$ cat config.mk
export PLATFORM = sky130hd
export DESIGN_NAME = shadow_centroid
export DESIGN_NICKNAME = d
export VERILOG_FILES = /design/src/rtl/sundial_pkg.sv /design/src/rtl/seq_divider.sv /design/src/rtl/shadow_centroid.sv
export SDC_FILE = /design/constraint.sdc
export NUM_CORES = 1
export LEC_CHECK = 0
export ABC_AREA = 1
export CORE_UTILIZATION = 50
export DETAILED_ROUTE_END_ITERATION = 10
export PLACE_DENSITY = 0.67
export SETUP_SLACK_MARGIN = 0.02
export SYNTH_ARGS = -nofsm -noshare
export SYNTH_HDL_FRONTEND = slang
export SYNTH_SLANG_ARGS = --single-unit
$ cat constraint.sdc
create_clock -name clk_in -period 4 [get_ports clk_in]
set_input_delay 0.8 -clock clk_in [delete_from_list [all_inputs] [get_ports clk_in]]
set_output_delay 0.8 -clock clk_in [all_outputs]
set_load 0.01 [all_outputs]
$ cat src/rtl/sundial_pkg.sv
`default_nettype none
// ============================================================================
//  Module   : sundial_pkg
//  Purpose  : Shared types and constants for the shadow centroid pipeline.
//  Revision : 1.0 - initial release
// ============================================================================
package sundial_pkg;

  typedef logic [10:0] pix_x_t;
  typedef logic [9:0]  pix_y_t;
  typedef logic [31:0] sum_t;
  typedef logic [19:0] count_t;

  // Quotient bits produced by each sequential divider, one per cycle.
  localparam int DIV_CYCLES = 32;

  typedef enum logic [0:0] {
    ACCUM  = 1'b0,
    DIVIDE = 1'b1
  } state_e;

endpackage : sundial_pkg
`default_nettype wire

$ cat src/rtl/seq_divider.sv
`default_nettype none
// ============================================================================
//  Module   : seq_divider
//  Purpose  : 32-bit restoring divider, one quotient bit per cycle. The first
//             bit is resolved on the start edge so done_out pulses exactly
//             DIV_CYCLES cycles after start_in.
//  Revision : 1.0 - initial release
// ============================================================================
module seq_divider
  import sundial_pkg::*;
(
  input  logic clk_in,
  input  logic rst_in,
  input  logic start_in,
  input  sum_t dividend_in,
  input  sum_t divisor_in,
  output sum_t quotient_out,
  output sum_t remainder_out,
  output logic done_out
);

  localparam int CNT_W = $clog2(DIV_CYCLES) + 1;

  sum_t             rem_q, rem_d;
  sum_t             quo_q, quo_d;
  sum_t             dvs_q, dvs_d;
  logic [CNT_W-1:0] cnt_q, cnt_d;
  logic             done_q, done_d;

  sum_t             src_rem, src_quo, src_dvs;
  logic [32:0]      shifted, trial;

  // One restoring step; on start the step runs on the fresh operands.
  always_comb begin
    src_rem = start_in ? '0 : rem_q;
    src_quo = start_in ? dividend_in : quo_q;
    src_dvs = start_in ? divisor_in : dvs_q;
    shifted = {src_rem, src_quo[31]};
    trial   = shifted - {1'b0, src_dvs};
    rem_d   = rem_q;
    quo_d   = quo_q;
    dvs_d   = dvs_q;
    cnt_d   = cnt_q;
    done_d  = 1'b0;
    if (start_in || (cnt_q != '0)) begin
      if (!trial[32]) begin
        rem_d = trial[31:0];
        quo_d = {src_quo[30:0], 1'b1};
      end else begin
        rem_d = shifted[31:0];
        quo_d = {src_quo[30:0], 1'b0};
      end
    end
    if (start_in) begin
      dvs_d = divisor_in;
      cnt_d = CNT_W'(DIV_CYCLES - 1);
    end else if (cnt_q != '0) begin
      cnt_d  = cnt_q - CNT_W'(1);
      done_d = (cnt_q == CNT_W'(1));
    end
  end

  // Divider state registers.
  always_ff @(posedge clk_in or negedge rst_in) begin
    if (!rst_in) begin
      rem_q  <= '0;
      quo_q  <= '0;
      dvs_q  <= '0;
      cnt_q  <= '0;
      done_q <= 1'b0;
    end else begin
      rem_q  <= rem_d;
      quo_q  <= quo_d;
      dvs_q  <= dvs_d;
      cnt_q  <= cnt_d;
      done_q <= done_d;
    end
  end

  assign quotient_out  = quo_q;
  assign remainder_out = rem_q;
  assign done_out      = done_q;

endmodule : seq_divider
`default_nettype wire

$ cat src/rtl/shadow_centroid.sv
`default_nettype none
// ============================================================================
//  Module   : shadow_centroid
//  Purpose  : Accumulates shadow pixels per frame and reports the floor
//             centroid and pixel mass a fixed 34 cycles after end of frame.
//  Revision : 1.0 - initial release
// ============================================================================
module shadow_centroid
  import sundial_pkg::*;
#(
  parameter int H_PIXELS = 1024,
  parameter int V_PIXELS = 768,
  parameter int MIN_MASS = 1
) (
  input  logic        clk_in,
  input  logic        rst_in,
  input  logic        valid_in,
  input  logic [10:0] x_in,
  input  logic [9:0]  y_in,
  input  logic        shadow_in,
  input  logic        new_frame_in,
  output logic [10:0] x_out,
  output logic [9:0]  y_out,
  output logic [31:0] mass_out,
  output logic        valid_out,
  output logic        busy_out,
  output logic        overrun_out
);

  state_e state_q, state_d;
  sum_t   sum_x_q, sum_x_d, sum_y_q, sum_y_d;
  count_t cnt_q, cnt_d;
  sum_t   num_x_q, num_x_d, num_y_q, num_y_d;
  count_t den_q, den_d;
  logic   start_q, start_d;
  pix_x_t x_q, x_d;
  pix_y_t y_q, y_d;
  sum_t   mass_q, mass_d;
  logic   valid_q, valid_d;
  logic   ovr_q, ovr_d;

  logic   pix;
  sum_t   close_x, close_y;
  count_t close_cnt;
  sum_t   quo_x, quo_y, rem_x, rem_y;
  logic   done_x, done_y, low_mass;
  logic   unused_rem;

  assign pix       = valid_in & shadow_in;
  assign close_x   = sum_x_q + (pix ? sum_t'(x_in) : '0);
  assign close_y   = sum_y_q + (pix ? sum_t'(y_in) : '0);
  assign close_cnt = cnt_q + (pix ? count_t'(1) : '0);
  assign low_mass  = sum_t'(den_q) < sum_t'(MIN_MASS);

  // Next-state for FSM, accumulators, latched operands and result registers.
  always_comb begin
    state_d = state_q;
    sum_x_d = close_x;
    sum_y_d = close_y;
    cnt_d   = close_cnt;
    num_x_d = num_x_q;
    num_y_d = num_y_q;
    den_d   = den_q;
    start_d = 1'b0;
    x_d     = x_q;
    y_d     = y_q;
    mass_d  = mass_q;
    valid_d = 1'b0;
    ovr_d   = 1'b0;
    case (state_q)
      ACCUM: begin
        if (new_frame_in) begin
          num_x_d = close_x;
          num_y_d = close_y;
          den_d   = close_cnt;
          sum_x_d = '0;
          sum_y_d = '0;
          cnt_d   = '0;
          start_d = 1'b1;
          state_d = DIVIDE;
        end
      end
      DIVIDE: begin
        // A frame closed while dividing is discarded, pixel included.
        if (new_frame_in) begin
          sum_x_d = '0;
          sum_y_d = '0;
          cnt_d   = '0;
          ovr_d   = 1'b1;
        end
        if (done_x && done_y) begin
          state_d = ACCUM;
          valid_d = 1'b1;
          if (low_mass) begin
            x_d    = '0;
            y_d    = '0;
            mass_d = '0;
          end else begin
            // Clamp is a guard only; legal pixel data keeps the mean in range.
            x_d    = (quo_x > sum_t'(H_PIXELS - 1)) ? pix_x_t'(H_PIXELS - 1) : quo_x[10:0];
            y_d    = (quo_y > sum_t'(V_PIXELS - 1)) ? pix_y_t'(V_PIXELS - 1) : quo_y[9:0];
            mass_d = sum_t'(den_q);
          end
        end
      end
      default: state_d = ACCUM;
    endcase
  end

  // FSM state register.
  always_ff @(posedge clk_in or negedge rst_in) begin
    if (!rst_in) state_q <= ACCUM;
    else         state_q <= state_d;
  end

  // Datapath and output registers.
  always_ff @(posedge clk_in or negedge rst_in) begin
    if (!rst_in) begin
      sum_x_q <= '0;
      sum_y_q <= '0;
      cnt_q   <= '0;
      num_x_q <= '0;
      num_y_q <= '0;
      den_q   <= '0;
      start_q <= 1'b0;
      x_q     <= '0;
      y_q     <= '0;
      mass_q  <= '0;
      valid_q <= 1'b0;
      ovr_q   <= 1'b0;
    end else begin
      sum_x_q <= sum_x_d;
      sum_y_q <= sum_y_d;
      cnt_q   <= cnt_d;
      num_x_q <= num_x_d;
      num_y_q <= num_y_d;
      den_q   <= den_d;
      start_q <= start_d;
      x_q     <= x_d;
      y_q     <= y_d;
      mass_q  <= mass_d;
      valid_q <= valid_d;
      ovr_q   <= ovr_d;
    end
  end

  seq_divider u_div_x (
    .clk_in        (clk_in),
    .rst_in        (rst_in),
    .start_in      (start_q),
    .dividend_in   (num_x_q),
    .divisor_in    (sum_t'(den_q)),
    .quotient_out  (quo_x),
    .remainder_out (rem_x),
    .done_out      (done_x)
  );

  seq_divider u_div_y (
    .clk_in        (clk_in),
    .rst_in        (rst_in),
    .start_in      (start_q),
    .dividend_in   (num_y_q),
    .divisor_in    (sum_t'(den_q)),
    .quotient_out  (quo_y),
    .remainder_out (rem_y),
    .done_out      (done_y)
  );

  // Remainders are not needed for a floor centroid.
  assign unused_rem = ^{rem_x, rem_y};

  assign x_out       = x_q;
  assign y_out       = y_q;
  assign mass_out    = mass_q;
  assign valid_out   = valid_q;
  assign busy_out    = (state_q == DIVIDE);
  assign overrun_out = ovr_q;

endmodule : shadow_centroid
`default_nettype wire
==> Word level (Yosys, flattened, before mapping) <==
Index checks and enable logic that the tools add are counted.
W data, S select, Z words.
{ "word_totals": {"latch_bits": 0, "in_bits": 26, "mem_count": 0, "reg_bits": 431, "ram_bits": 0, "romBits": 0, "output_inout_bits": 56, "elab_cells": 82} }
{ "classes": {"n_addsub": 7, "n_shift": 0, "n_lt_le_gt_ge": 3, "n_reduce_logical": 9, "eq_ne": 2, "mux": 36, "bitwise_logic": 2, "div": 0, "multipliers": 0} }
{ "ops": {"columns": ["operator", "n"], "rows": [
  ["$mux W32", 10],
  ["$sub A33 B32 Y33", 2],
  ["$gt A32 B10 Y1 const B", 2],
  ["$mux W20", 2],
  ["$mux W11", 3],
  ["$add A32 B10 Y32", 1],
  ["$add A32 B11 Y32", 1],
  ["$mux W10", 3],
  ["$mux W6", 4],
  ["$add A20 B1 Y20", 1],
  ["$lt A20 B1 Y1 const B", 1],
  ["$mux W1", 13],
  ["$eq A6 B1 Y1 const B", 2],
  ["$reduce_bool A6 Y1", 2],
  ["$sub A6 B1 Y6 const B", 2],
  ["$reduce_and A2 Y1", 2],
  ["$reduce_bool A2 Y1", 2],
  ["$logic_or A1 B1 Y1", 2],
  ["$pmux W1 S2", 1],
  ["$and A1 B1 Y1", 1],
  ["$logic_and A1 B1 Y1", 1],
  ["$not A1 Y1", 1]
]} }

==> Longest topological paths before layout <==
Gate-level depths: netlist of the first run.
{ "depth": {"word_depth": 4, "mapped_depth": 24, "depth_no_buf": 20} }

==> Hierarchy <==
From an unflattened synthesis of the first run, not the netlist that was laid out.
{ "unflattened": {"cells_unflattened": 3803, "hier_area_um2": 26581.7} }
{ "by_module_without_submodules": {"columns": ["mod", "cells_per_inst", "instances", "area_per_inst_um2"], "rows": [
  ["seq_divider", 1173, 2, 7768.7],
  ["shadow_centroid", 1457, 1, 11044.3]
]} }

==> Worst setup path before layout of the first run <==
No wires, ideal clock.
{ "synth_path": {"path_kind": "input -> register", "from": "input valid_in", "to": "register num_y_q[20]", "cell_stages": 14, "path_slack_ns": 1.076, "arrival_ns": 2.791, "setup_time_ns": 0.133, "cell_sequence": "nand2_1 clkbuf_1 nor2_1 ha_1 fa_1 nand2_1 nand2_1 o21ai_1 inv_1 nand3_1 o211ai_1 nand2_1 xor2_1 o21ai_0"} }
{ "synth_via": {"elab_chain_cells": 3} }
{ "synth_lines": {"columns": ["item", "line", "source"], "rows": [
  ["from (decl)", "shadow_centroid.sv:17", "input logic valid_in,"],
  ["$and A1 B1 Y1", "shadow_centroid.sv:49", "assign pix = valid_in & shadow_in;"],
  ["$mux W10", "shadow_centroid.sv:51", "assign close_y = sum_y_q + (pix ? sum_t'(y_in) : '0);"],
  ["$add A32 B10 Y32", "shadow_centroid.sv:51", null],
  ["to (signal assigned)", "shadow_centroid.sv:136", "num_y_q <= num_y_d;"],
  ["to (decl)", "shadow_centroid.sv:33", "sum_t num_x_q, num_x_d, num_y_q, num_y_d;"]
]} }
No other way between the ends.
A chain may end at the register's enable or synchronous reset.

==> Final worst setup path of the first run <==
{ "layout_path": {"from": "register start_q", "to": "register u_div_y.rem_q[30] (netlist: u_div_y.remainder_out[30])"} }
{ "layout_via": {"elab_chain_cells": 3} }
{ "layout_lines": {"columns": ["item", "line", "source"], "rows": [
  ["from (decl)", "shadow_centroid.sv:35", "logic start_q, start_d;"],
  ["from (signal assigned)", "shadow_centroid.sv:138", "start_q <= start_d;"],
  ["$mux W32 (on tied branches)", "seq_divider.sv:36, seq_divider.sv:35, seq_divider.sv:37", null],
  ["$sub A33 B32 Y33", "seq_divider.sv:39", "trial = shifted - {1'b0, src_dvs};"],
  ["$mux W32", "seq_divider.sv:46", "if (!trial[32]) begin"],
  ["to (signal assigned)", "seq_divider.sv:72", "rem_q <= rem_d;"],
  ["to (decl)", "seq_divider.sv:24", "sum_t rem_q, rem_d;"]
]} }
Parallel ways exist; a longest one is shown, timed or not.

==> results.sh, run 1 <==
export IMPL_status="complete, no violations"
export IMPL_syn_cell_area_um2=24700
export IMPL_via_count=21800
export IMPL_grt_usage=0.260
export IMPL_diodes=0
export IMPL_start_kind="flop"
export IMPL_min_period_ns=3.62
export IMPL_drive_gt1_frac=0.0428
export IMPL_die_area_um2=50400
export IMPL_dp_hpwl_mm=45.9
export IMPL_ant_nets=0
export IMPL_crit_path_end_kind="flop"
export IMPL_synthToLayoutAreaGrowth_pct=11.6
export IMPL_cp_endpoint="u_div_y.remainder_out[30]"
export IMPL_rsz0062_at_grt="false"
export IMPL_crit_type="reg -> reg"
export IMPL_wirelength_mm=63.8
export IMPL_placeableCoreArea_um2=48800
export IMPL_finalClockSkew_ns=0.0158
export IMPL_crit_required_ns=4.53
export IMPL_cts_root_buffer="clkbuf_16"
export IMPL_die_h_um=224
export IMPL_fin_cells=4212
export IMPL_yosysUniqueCellTypes=50
export IMPL_setup_tns_ns=0
export IMPL_htreeDepth=2
export IMPL_placed_cells=4129
export IMPL_cts_resized=0
export IMPL_grt_pass1_vias=21400
export IMPL_drtIter0Drc=1576
export IMPL_ff2ff_path_depth=17
export IMPL_irDropWorstVdd_v=0.000340
export IMPL_synthTopCellsByArea="dfrtp_1 42%, nand2_1 19%, inv_1 8.2%"
export IMPL_holdBufCountCts=0
export IMPL_reg2reg_to="u_div_y.remainder_out[30]"
export IMPL_wl_per_cell_um=15.1
export IMPL_initial_core_util=0.507
export IMPL_clk_latency_ns=0.60
export IMPL_synth_avg_cell_area_um2=7.13
export IMPL_grt_max_degree=85
export IMPL_holdCritPathClass="in -> async"
export IMPL_finalWeightedCongestion=0.951
export IMPL_port_buffers=69
export IMPL_rows=81
export IMPL_slew_headroom=0.328
export IMPL_path_max_fanout=72
export IMPL_drtPass1Iterations=6
export IMPL_fin_crit_sh=0.906
export IMPL_seq_area_frac_synth=0.424
export IMPL_setup_viol=0
export IMPL_vias_per_cell=5.17
export IMPL_grt_pass1_wl_mm=107
export IMPL_syn_inst=3470
export IMPL_drcViolationCount=0
export IMPL_clk_path_buf_depth=3
export IMPL_grt_overflow=0
export IMPL_final_hold_viol_count=0
export IMPL_cts_buffers=47
export IMPL_max_freq_mhz=276
export IMPL_yosysTopAreaCellShare=0.424
export IMPL_tightest_slew_ns=1.01
export IMPL_p_per_area_nw_per_um2=688
export IMPL_cts_tree="yes"
export IMPL_slew_viol_final=0
export IMPL_final_common_cell="nand2_1"
export IMPL_cts_setup_buffers=0
export IMPL_antenna_found_initial=0
export IMPL_clock_sinks=419
export IMPL_synth_seq_cells=419
export IMPL_mostFrequentLayoutCells="1,236 x nand2_1, 538 x inv_1, 418 x dfrtp_1"
export IMPL_die_w_um=224
export IMPL_nets=3637
export IMPL_p_leak_nw=15.3
export IMPL_io_pins=82
export IMPL_arrival_ns=4.15
export IMPL_ff2ff_setup_slack_ns=0.38
export IMPL_clk_pin_slew_ns=0.06
export IMPL_crit_start="start_q"
export IMPL_yosys_warnings=0
export IMPL_cap_violations=0
export IMPL_r2r_start="start_q"
export IMPL_yosysTopAreaCell="dfrtp_1"
## metal layers
layer / vias to the layer above / track usage / wire length [um]
met5: - / 0 / 0
met4: 0 / 0.0724 / 1270
met3: 78 / 0.0307 / 3040
met2: 493 / 0.424 / 29200
met1: 10400 / 0.365 / 30300
li1: 10800 / - / -
## Yosys cell counts (all sizes together)
| cell | number |
|---|---|
| inv | 545 |
| o21ai | 143 |
| o21a | 1 |
| a21boi | 2 |
| clkinv | 1 |
| fa | 4 |
| a31oi | 10 |
| or2 | 3 |
| o211ai | 10 |
| a31o | 1 |
| nand3 | 166 |
| and3 | 3 |
| nor3b | 1 |
| nor2 | 303 |
| nand2 | 1255 |
| o22ai | 1 |
| nor4 | 14 |
| nand3b | 8 |
| nor3 | 30 |
| a22oi | 42 |
| o31ai | 1 |
| and2 | 9 |
| xnor2 | 39 |
| a21o | 5 |
| nand4 | 40 |
| buf | 55 |
| ha | 93 |
| dfrtp | 419 |
| xor2 | 57 |
| a211oi | 1 |
| conb | 1 |
| o221ai | 11 |
| o21bai | 9 |
| clkbuf | 57 |
| a21oi | 130 |
## flip-flops by register name, indices dropped and copies added, names as in the netlist, 11 cells and up
| name | flops |
|---|---|
| cnt_q | 20 |
| den_q | 20 |
| mass_out | 20 |
| num_x_q | 32 |
| num_y_q | 32 |
| sum_x_q | 32 |
| sum_y_q | 32 |
| u_div_x.dvs_q | 32 |
| u_div_x.quotient_out | 32 |
| u_div_x.remainder_out | 32 |
| u_div_y.dvs_q | 32 |
| u_div_y.quotient_out | 32 |
| u_div_y.remainder_out | 32 |
| x_out | 11 |
## where the power goes
part	total (mW)	switching (mW)	internal, mW
Combinational	8.80	5.74	3.06
Clock	4.41	1.83	2.58
Sequential	5.81	0.578	5.23
## worst min path at each step
| stage | start | endpoint | slack, ns |
|---|---|---|---|
| global placement | x_out[10] | x_out[10] | 0.45 |
| CTS | rst_in | x_out[10] | 0.18 |
| detailed placement | u_div_x.dvs_q[23] | u_div_x.dvs_q[23] | 0.46 |
| finish | rst_in | x_out[10] | 0.15 |
| global route | rst_in | x_out[10] | 0.21 |
| floorplan | u_div_x.dvs_q[20] | u_div_x.dvs_q[20] | 0.44 |
## kinds of logic after synthesis
logic type,after synthesis,synth area share
AO/OA/AOI/OAI,367,0.0855
XOR/XNOR,96,0.0340
adder cells (fa/ha/maj),97,0.0503
buffers and inverters,658,0.106
flip-flops,419,0.424
other,1,0.000152
AND/OR/NAND/NOR,1832,0.301
## worst max-delay path, cell delays in order, from the launching register on
cell	delay (ns)
dfrtp_4	0.50
inv_4	0.30
buf_12	0.36
a21oi_1	0.18
ha_1	0.43
nand2_1	0.16
inv_1	0.05
nand2_1	0.07
nand2_1	0.06
nand2_1	0.06
nand2_1	0.06
a21oi_1	0.23
nand3_1	0.17
nand2_4	0.38
nand2_1	0.23
nand2_1	0.12
nand2_1	0.06
nand2_1	0.05
## final cells by class
| class | count | area (um2) |
|---|---|---|
| Clock buffer | 67 | 1360 |
| Clock inverter | 16 | 209 |
| Fill cell | 4739 | 21200 |
| Inverter | 546 | 2050 |
| Multi-Input combinational cell | 2404 | 11700 |
| Sequential cell | 419 | 10500 |
| Tap cell | 664 | 831 |
| Timing Repair Buffer | 96 | 968 |
## metrics by stage
step / setup slack [ns] / total power [mW] / instance area (um2) / utilization / hold slack [ns]
4_1_cts: 0.399 / 19.0 / 27600 / 0.565 / 0.180
5_1_grt: 0.0611 / 20.7 / 27600 / 0.565 / 0.213
3_5_place_dp: 0.181 / 14.6 / 26000 / 0.533 / 0.457
6_report: 0.376 / 19.0 / 27600 / 0.565 / 0.151
3_3_place_gp: 0.277 / 14.4 / 26000 / 0.533 / 0.450
2_1_floorplan: 1.08 / 12.5 / 24800 / - / 0.437
Power figures use the tool's default switching activity.
==> run 2, diff against run 1 <==
--- a/config.mk
+++ b/config.mk
@@ -7,6 +7,7 @@
 export LEC_CHECK = 0
 export ABC_AREA = 1
 export CORE_UTILIZATION = 50
+export CTS_CLUSTER_DIAMETER = 40
 export DETAILED_ROUTE_END_ITERATION = 10
 export PLACE_DENSITY = 0.67
 export SETUP_SLACK_MARGIN = 0.02
==> results.sh, run 2 (synthesis gave the netlist of run 1 again) <==
export IMPL_finalClockSkew_ns=0.0317
export IMPL_cts_setup_buffers=0
export IMPL_setup_tns_ns=0
export IMPL_clk_path_buf_depth=3
export IMPL_antenna_found_initial=0
export IMPL_placeableCoreArea_um2=48800
export IMPL_cts_resized=0
export IMPL_cts_root_buffer="clkbuf_16"
export IMPL_vias_per_cell=5.17
export IMPL_crit_top_cell="nand2_1"
export IMPL_slew_viol_final=0
export IMPL_final_hold_viol_count=0
export IMPL_grt_overflow=0
export IMPL_grt_pass1_wl_mm=108
export IMPL_p_per_area_nw_per_um2=739
export IMPL_nets=3663
export IMPL_htreeDepth=3
export IMPL_via_count=22000
export IMPL_dpl_cell_area_um2=26000
export IMPL_cts_buffers=73
export IMPL_p_leak_nw=15.7
export IMPL_dpl_worst_slack_ns=0.181
export IMPL_port_buffers=69
export IMPL_crit_path_end_kind="flop"
export IMPL_irDropWorstVdd_v=0.000365
export IMPL_drtPass1Iterations=6
export IMPL_arrival_ns=4.18
export IMPL_setup_ws_ns=0.350
export IMPL_holdBufCountCts=0
export IMPL_drtIter0Drc=1610
export IMPL_cap_violations=0
export IMPL_grt_max_degree=85
export IMPL_utilization=0.587
export IMPL_initial_core_util=0.507
export IMPL_start_kind="flop"
export IMPL_die_w_um=224
export IMPL_die_area_um2=50400
export IMPL_setup_viol=0
export IMPL_drive_gt1_frac=0.0572
export IMPL_io_pins=82
export IMPL_slowest_delay_ns=0.50
export IMPL_diodes=0
export IMPL_drcViolationCount=0
export IMPL_clk_pin_slew_ns=0.05
export IMPL_rows=81
export IMPL_path_max_fanout=72
export IMPL_rsz0062_at_grt="false"
export IMPL_grt_pass1_vias=21800
export IMPL_slew_headroom=0.317
export IMPL_crit_type="reg -> reg"
export IMPL_cts_tree="yes"
export IMPL_clock_sinks=419
export IMPL_holdCritPathClass="in -> async"
export IMPL_whs_ns=0.152
export IMPL_wl_per_cell_um=15.2
export IMPL_tightest_slew_ns=1.02
export IMPL_crit_slowest_cell="dfrtp_4"
export IMPL_min_period_ns=3.65
export IMPL_placed_cells=4129
export IMPL_final_common_cell="nand2_1"
export IMPL_wirelength_mm=64.6
export IMPL_ant_nets=0
export IMPL_finalWeightedCongestion=0.951
export IMPL_clk_latency_ns=0.62
export IMPL_grt_usage=0.265
export IMPL_dp_hpwl_mm=45.9
export IMPL_crit_required_ns=4.52
export IMPL_mostFrequentLayoutCells="1,236 x nand2_1, 538 x inv_1, 418 x dfrtp_1"
export IMPL_fin_cells=4264
export IMPL_design_area_um2=28700
export IMPL_n_fill_cell=4626
export IMPL_fin_crit_sh=0.913
export IMPL_synthToLayoutAreaGrowth_pct=15.8
export IMPL_crit_path_cell_trace="inv_4 > buf_12 > a21oi_1 > ha_1 > nand2_1 > inv_1 > nand2_1 > nand2_1 > nand2_1 > nand2_1 > a21oi_1 > nand3_1 > nand2_4 > nand2_1 > nand2_1 > nand2_1 > nand2_1"
export IMPL_max_freq_mhz=274
export IMPL_status="complete, no violations"
export IMPL_die_h_um=224
export IMPL_total_power_mw=21.2
## run 2: changes by cell type in the layout (fill, tap and decap cells not counted), sizes merged
cell and change:
bufinv +7, clkbuf +21, inv +9, clkinv +7, clkinvlp +8
## run 2: critical path: cells and delay by family, from the launching register on
kind | cells | cell delay, ns
AO/OA/AOI/OAI | 2 | 0.41
adder cells (fa/ha/maj) | 1 | 0.43
buffers and inverters | 3 | 0.71
flip-flops | 1 | 0.50
AND/OR/NAND/NOR | 11 | 1.43
## run 2: layout make-up
class                      instances  area (um2)  share of cell area
multi-input combinational       2404       11700               0.408
sequential                       419       10500               0.366
inverter                         546        2050              0.0716
clock buffer                      88        1950              0.0682
timing repair buffer              96         968              0.0338
tap                              664         831              0.0290
clock inverter                    47         658              0.0230
## run 2: per-layer routing
layer | part of all wire | vias to the layer above | global-route usage
met4 | 0.027 | 0 | 0.0891
met1 | 0.47 | 10400 | 0.366
met2 | 0.45 | 548 | 0.424
li1 | - | 10900 | -
met3 | 0.054 | 121 | 0.0419
met5 | 0 | - | 0
## run 2: power breakdown
part           internal [mW]  switching (mW)  leakage (nW)
Clock                   4.21            2.34          1.25
Combinational           3.06            5.74          9.00
Sequential              5.24           0.583          5.49
Total                   12.5            8.66          15.7
## run 2: final timing paths
check / startpoint / cells past startpoint / slack [ns] / to
setup / recovery: start_q / 17 / 0.35 / u_div_y.remainder_out[30]
hold / removal: rst_in / 1 / 0.15 / mass_out[14]
setup reg to reg: start_q / 17 / 0.35 / u_div_y.remainder_out[30]
hold reg to reg: u_div_x.dvs_q[23] / 2 / 0.47 / u_div_x.dvs_q[23]
max in group asynchronous: rst_in / 2 / 2.90 / sum_x_q[23]
min in group clk_in: u_div_x.dvs_q[23] / 2 / 0.47 / u_div_x.dvs_q[23]
